===== src/rtl/hex_display_driver_if.sv =====
// Word handshake between the producer and the hex display driver.
interface hex_display_driver_if;
  logic [31:0] hexDisplay;
  logic        hex_valid;
  logic        hex_ready;

  modport master (output hexDisplay, output hex_valid, input hex_ready);
  modport slave  (input hexDisplay, input hex_valid, output hex_ready);
endinterface


===== src/rtl/hex_display_driver.sv =====
// Eight-digit multiplexed hex display driver with a one-word pending buffer
// and frame-aligned word swap, so a digit never shows a half-updated frame.
module hex_display_driver #(
  parameter int unsigned SCAN_DIV = 50000
) (
  input  logic                       clk,
  input  logic                       reset_n,
  hex_display_driver_if.slave        hex,
  input  logic                       blank_lz,
  output logic [6:0]                 seg_n,
  output logic [7:0]                 dig_en_n,
  output logic                       frame_done
);

  typedef enum logic {OFF, SCAN} state_e;

  localparam logic [15:0] PC_LAST = 16'(SCAN_DIV - 1);

  state_e      state_q, state_d;
  logic [31:0] pend_q, pend_d;
  logic        pfull_q, pfull_d;
  logic [31:0] act_q, act_d;
  logic [15:0] pc_q, pc_d;
  logic [2:0]  dc_q, dc_d;
  logic [6:0]  seg_q, seg_d;
  logic [7:0]  dig_q, dig_d;
  logic        fd_q, fd_d;

  logic        accept, slot_end, wrap, blanked;
  logic [4:0]  nib_base;
  logic [3:0]  nib;

  function automatic logic [6:0] seg_decode(input logic [3:0] n);
    case (n)
      4'h0: return 7'h40;
      4'h1: return 7'h79;
      4'h2: return 7'h24;
      4'h3: return 7'h30;
      4'h4: return 7'h19;
      4'h5: return 7'h12;
      4'h6: return 7'h02;
      4'h7: return 7'h78;
      4'h8: return 7'h00;
      4'h9: return 7'h10;
      4'hA: return 7'h08;
      4'hB: return 7'h03;
      4'hC: return 7'h46;
      4'hD: return 7'h21;
      4'hE: return 7'h06;
      default: return 7'h0E;
    endcase
  endfunction

  assign hex.hex_ready = !pfull_q;
  assign accept        = hex.hex_valid && !pfull_q;
  assign slot_end      = (pc_q == PC_LAST);
  assign wrap          = (state_q == SCAN) && slot_end && (dc_q == 3'd7);
  assign nib_base      = {dc_q, 2'b00};
  assign nib           = act_q[nib_base +: 4];
  // Leading zero: everything from this nibble upward is zero (digit 0 always lit).
  assign blanked       = blank_lz && (dc_q != 3'd0) && ((act_q >> nib_base) == 32'd0);

  always_comb begin
    state_d = state_q;
    pend_d  = pend_q;
    pfull_d = pfull_q;
    act_d   = act_q;
    pc_d    = pc_q;
    dc_d    = dc_q;
    seg_d   = 7'h7F;
    dig_d   = 8'hFF;
    fd_d    = 1'b0;

    unique case (state_q)
      OFF: begin
        pc_d = 16'd0;
        dc_d = 3'd0;
        if (pfull_q) begin
          act_d   = pend_q;
          pfull_d = 1'b0;
          state_d = SCAN;
        end
      end
      SCAN: begin
        // pc==0 keeps all digits dark for one cycle to suppress ghosting.
        if (pc_q != 16'd0 && !blanked) begin
          dig_d = ~(8'h01 << dc_q);
          seg_d = seg_decode(nib);
        end
        if (slot_end) begin
          pc_d = 16'd0;
          dc_d = dc_q + 3'd1;
        end else begin
          pc_d = pc_q + 16'd1;
        end
        if (wrap) begin
          fd_d = 1'b1;
          if (pfull_q) begin
            act_d   = pend_q;
            pfull_d = 1'b0;
          end
        end
      end
    endcase

    // Only possible with pfull_q==0, so it never collides with a transfer.
    if (accept) begin
      pend_d  = hex.hexDisplay;
      pfull_d = 1'b1;
    end
  end

  always_ff @(posedge clk) begin
    if (!reset_n) begin
      state_q <= OFF;
      pend_q  <= 32'd0;
      pfull_q <= 1'b0;
      act_q   <= 32'd0;
      pc_q    <= 16'd0;
      dc_q    <= 3'd0;
      seg_q   <= 7'h7F;
      dig_q   <= 8'hFF;
      fd_q    <= 1'b0;
    end else begin
      state_q <= state_d;
      pend_q  <= pend_d;
      pfull_q <= pfull_d;
      act_q   <= act_d;
      pc_q    <= pc_d;
      dc_q    <= dc_d;
      seg_q   <= seg_d;
      dig_q   <= dig_d;
      fd_q    <= fd_d;
    end
  end

  assign seg_n      = seg_q;
  assign dig_en_n   = dig_q;
  assign frame_done = fd_q;

endmodule

===== src/flat_wrapper.sv =====
// flat-port wrapper written by rule: the top's interface ports become plain ports
module hex_display_driver_flat 
#(
  parameter int unsigned SCAN_DIV = 50000
)
  (clk, reset_n, blank_lz, seg_n, dig_en_n, frame_done, hex_hexDisplay, hex_hex_valid, hex_hex_ready);
  hex_display_driver_if hex_i ();
  input  logic clk;
  input  logic reset_n;
  input  logic blank_lz;
  output logic [6:0] seg_n;
  output logic [7:0] dig_en_n;
  output logic frame_done;
  input wire logic [$bits(hex_i.hexDisplay)-1:0] hex_hexDisplay;
  input wire logic [$bits(hex_i.hex_valid)-1:0] hex_hex_valid;
  output wire logic [$bits(hex_i.hex_ready)-1:0] hex_hex_ready;
  assign hex_i.hexDisplay = hex_hexDisplay;
  assign hex_i.hex_valid = hex_hex_valid;
  assign hex_hex_ready = hex_i.hex_ready;
  hex_display_driver #(.SCAN_DIV(SCAN_DIV)) u_core (.clk(clk), .reset_n(reset_n), .hex(hex_i), .blank_lz(blank_lz), .seg_n(seg_n), .dig_en_n(dig_en_n), .frame_done(frame_done));
endmodule

===== config.mk =====
export PLATFORM = sky130hd
export DESIGN_NAME = hex_display_driver_flat
export DESIGN_NICKNAME = d
export VERILOG_FILES = /design/src/rtl/hex_display_driver_if.sv /design/src/rtl/hex_display_driver.sv /design/src/flat_wrapper.sv
export SDC_FILE = /design/constraint.sdc
export NUM_CORES = 1
export LEC_CHECK = 0
export BUFFER_PORTS_ARGS = -buffer_cell sky130_fd_sc_hd__buf_2
export CAP_MARGIN = 20
export CORE_MARGIN = 5
export CORE_UTILIZATION = 25
export DETAILED_ROUTE_END_ITERATION = 12
export PLACE_DENSITY_LB_ADDON = 0.3
export SLEW_MARGIN = 20
export SYNTH_ARGS = -nofsm -noshare
export SYNTH_HDL_FRONTEND = slang
export SYNTH_SLANG_ARGS = --single-unit
export TNS_END_PERCENT = 5

===== constraint.sdc =====
create_clock -name clk -period 7.54 [get_ports clk]
set_input_delay 1.131 -clock clk [delete_from_list [all_inputs] [get_ports clk]]
set_output_delay 1.131 -clock clk [all_outputs]
set_load 0.05 [all_outputs]

==> flow_metrics.tcl <==
set metrics [dict create \
    ys_types 49 \
    die_area_um2 20900 \
    hold_start "u_core.pend_q[16]" \
    path_max_fanout 21 \
    setup_violations 0 \
    initialDrtViolationCount 256 \
    synth.top_cell.area_share_pct 44.7 \
    grt_pass1_vias 3656 \
    ff_latch_area_um2 2020 \
    fillers 1936 \
    antennaDiodeCount 0 \
    io_pins 53 \
    hold_path_depth 2 \
    vias 3842 \
    rsz0062_at_grt "false" \
    irDropWorstVdd_uv 126 \
    crit_required_ns 7.81 \
    critPathTopFamily "compound AO/OA/AOI/OAI gates" \
    yosysWarnings 0 \
    synth_area_um2 4520 \
    start_util_pct 25.3 \
    drt_wl_total_um 10900 \
    overflow 0 \
    yosysSeqAreaShare_pct 44.7 \
    reg2reg_depth 9 \
    place.gp.congestion 0.832 \
    finalNonFillerCells 800 \
    fin_crit_sh_pct 42.9 \
    cp.depth 9 \
    root_buffer "clkbuf_16" \
    r2r_start "u_core.dc_q[0]" \
    fmax_ghz 0.309 \
    track_usage_pct 10.8 \
    fp.dieH_um 144 \
    yosys.area.top_type "dfxtp_1" \
    antenna_found_initial 0 \
    cpPeakStageDelay_ns 0.69 \
    ant_nets 0 \
    status "completed" \
    synth_flop_cell "dfxtp_1" \
    dieWidth_um 144 \
    drive_above_1_share_pct 14.5 \
    grt_pass1_wl_um 18400 \
    synth.avg_cell_area_um2 8.42 \
    cts_tree "built" \
    synth-seq-cells 101 \
    cts_made_buffers 9 \
    ff2ff_setup_slack_ns 4.30 \
    place_area_um2 4950 \
    grt_max_degree 44 \
    drv_cap 0 \
    setup_tns_ns 0 \
    clkTransAtPathRegs_ns 0.06 \
    relSlewSlack_pct 32.0 \
    post_cts.repair.setup_buffers 0 \
    min_path_type "flop to flop" \
    slew_viol_final 0 \
    rows 49 \
    htreeDepth 3 \
    startpoint_type "flop" \
    synth_edf_count 0 \
    cts_sinks 101 \
    critPathSlowestCell "dfxtp_1" \
    cts_max_path_buffers 2 \
    r2r-end "u_core.dig_en_n[2]" \
    fin_skew_ns 0.00318 \
    yosys-top-cells-area "dfxtp_1, a21oi_1, nand2_1" \
    synth_async_sr_flop_share_pct 0 \
    wl_per_cell_um 13.7 \
    path_class "flop to flop" \
    fin_nets 615 \
    placed_cells 784 \
    p_leak_nw 1.79 \
    dpl.hpwl_um 8130 \
    vias_per_cell 4.80 \
    ctsResizeCount 0 \
    timing.critical_path.buf_inv 1 \
    syn-num-nets 586 \
    cp_cell_sequence "buf_4 > mux4_2 > nand2_1 > and2_1 > ha_1 > o2111ai_1 > nor3b_1 > a41oi_4 > o211ai_1" \
    firstDrtPassIters 4 \
    worstSetupEndpointType "flop" \
    min_period_ns 3.24 \
    clkLatencyLatePin_ns 0.35 \
    synth_cells 537 \
    tightest_slew_ns 1.02 \
    area_growth_pct 16.2 \
    hold_viol 0 \
    drc 0 \
    powerDensity_nw_per_um2 212 \
    final_area_um2 5260 \
    core-area_um2 17900 \
    holdBufCountCts 0 \
    io_buffers 52 \
    hold_path_end "u_core.pend_q[16]" \
    arrival_ns 3.50 \
    multi_input_area_um2 2290 \
]
-- flip-flops by register name, indices dropped and copies added, names as in the netlist --
signal             count
u_core.dc_q            3
u_core.seg_n           7
u_core.pc_q           16
u_core.pfull_q         1
u_core.pend_q         32
u_core.dig_en_n        8
u_core.act_q          32
u_core.state_q         1
u_core.frame_done      1
-- area by class of cell --
class	count	share of cell area [%]
Clock inverter	3	0.857
Clock buffer	13	4.76
Sequential cell	101	38.5
Timing Repair Buffer	57	5.74
Multi-Input combinational cell	382	43.6
Inverter	15	1.07
Tap cell	229	5.45
-- worst max path at each step --
stage                   start                 end  slack, ns
5_1_grt        u_core.dc_q[0]     u_core.seg_n[3]       4.00
4_1_cts        u_core.dc_q[0]     u_core.seg_n[3]       4.26
3_5_place_dp   u_core.dc_q[0]     u_core.seg_n[3]       4.29
6_report       u_core.dc_q[0]  u_core.dig_en_n[2]       4.30
3_3_place_gp   u_core.dc_q[0]     u_core.seg_n[4]       4.37
2_1_floorplan  u_core.dc_q[0]     u_core.seg_n[0]       4.57
-- per-stage QoR --
| step | utilization [%] | worst slack [ns] | hold WS (ns) | power (mW) |
|---|---|---|---|---|
| after floorplan | - | 4.57 | 0.430 | 0.637 |
| after global placement | 27.6 | 4.37 | 0.445 | 0.662 |
| after detailed placement | 27.7 | 4.29 | 0.451 | 0.666 |
| after CTS | 29.3 | 4.26 | 0.461 | 1.13 |
| after global routing | 29.4 | 4.00 | 0.479 | 1.17 |
| final | 29.4 | 4.30 | 0.460 | 1.12 |
-- worst min-delay path, cell delays in order (launching register included) --
cell	delay, ns
dfxtp_1	0.31
nand2_1	0.05
a21oi_1	0.05
-- Yosys cell counts (all sizes together), types with 2 or more instances --
library cell,number
nand2b,3
mux4,7
buf,9
xor2,4
a221oi,2
or4,2
xnor2,10
nor3,10
a311oi,2
o211ai,8
dfxtp,101
a21oi,72
nor2,31
o21ai,42
inv,14
ha,13
o21bai,2
or3,4
nor3b,3
or2,2
clkbuf,30
o22ai,2
nor4,10
o31ai,2
o22a,2
mux2i,10
nand2,79
nand3,42
nor4b,3
-- cell usage in the layout, fill, tap and decap left out, types with 8 or more instances in the layout --
cell,synthesis,routed
nand3_1,42,42
inv_1,14,13
nand2_1,79,79
buf_2,6,52
clkbuf_16,0,9
a21oi_1,72,72
ha_1,13,13
o211ai_1,8,8
xnor2_1,10,10
dfxtp_1,101,101
nor2_1,31,31
nor4_1,10,10
mux2i_1,10,9
o21ai_0,37,37
nor3_1,10,10
-- layer usage --
layer / GRT usage [%] / vias to the layer above / wire length, um
li1: - / 1950 / -
met1: 15.4 / 1790 / 5340
met2: 15.7 / 87 / 4750
met3: 2.58 / 15 / 651
met4: 4.47 / 0 / 201
met5: 0 / - / 0
-- kinds of logic (layout without fill, tap and decap cells) --
logic type,count (synthesis),in the layout,synth area share (%)
simple gates,192,192,19.3
compound gates,146,146,18.9
flops,101,101,44.7
buf+inv,54,88,4.98
mux,17,17,5.70
xor+xnor,14,14,2.71
fa+ha+maj,13,13,3.60
-- power breakdown --
group / total [mW] / internal, mW / switching [mW] / leakage (nW)
Combinational: 0.0906 / 0.0314 / 0.0593 / 0.834
Sequential: 0.563 / 0.550 / 0.0124 / 0.821
Clock: 0.462 / 0.267 / 0.195 / 0.136
Power figures use the tool's default switching activity.
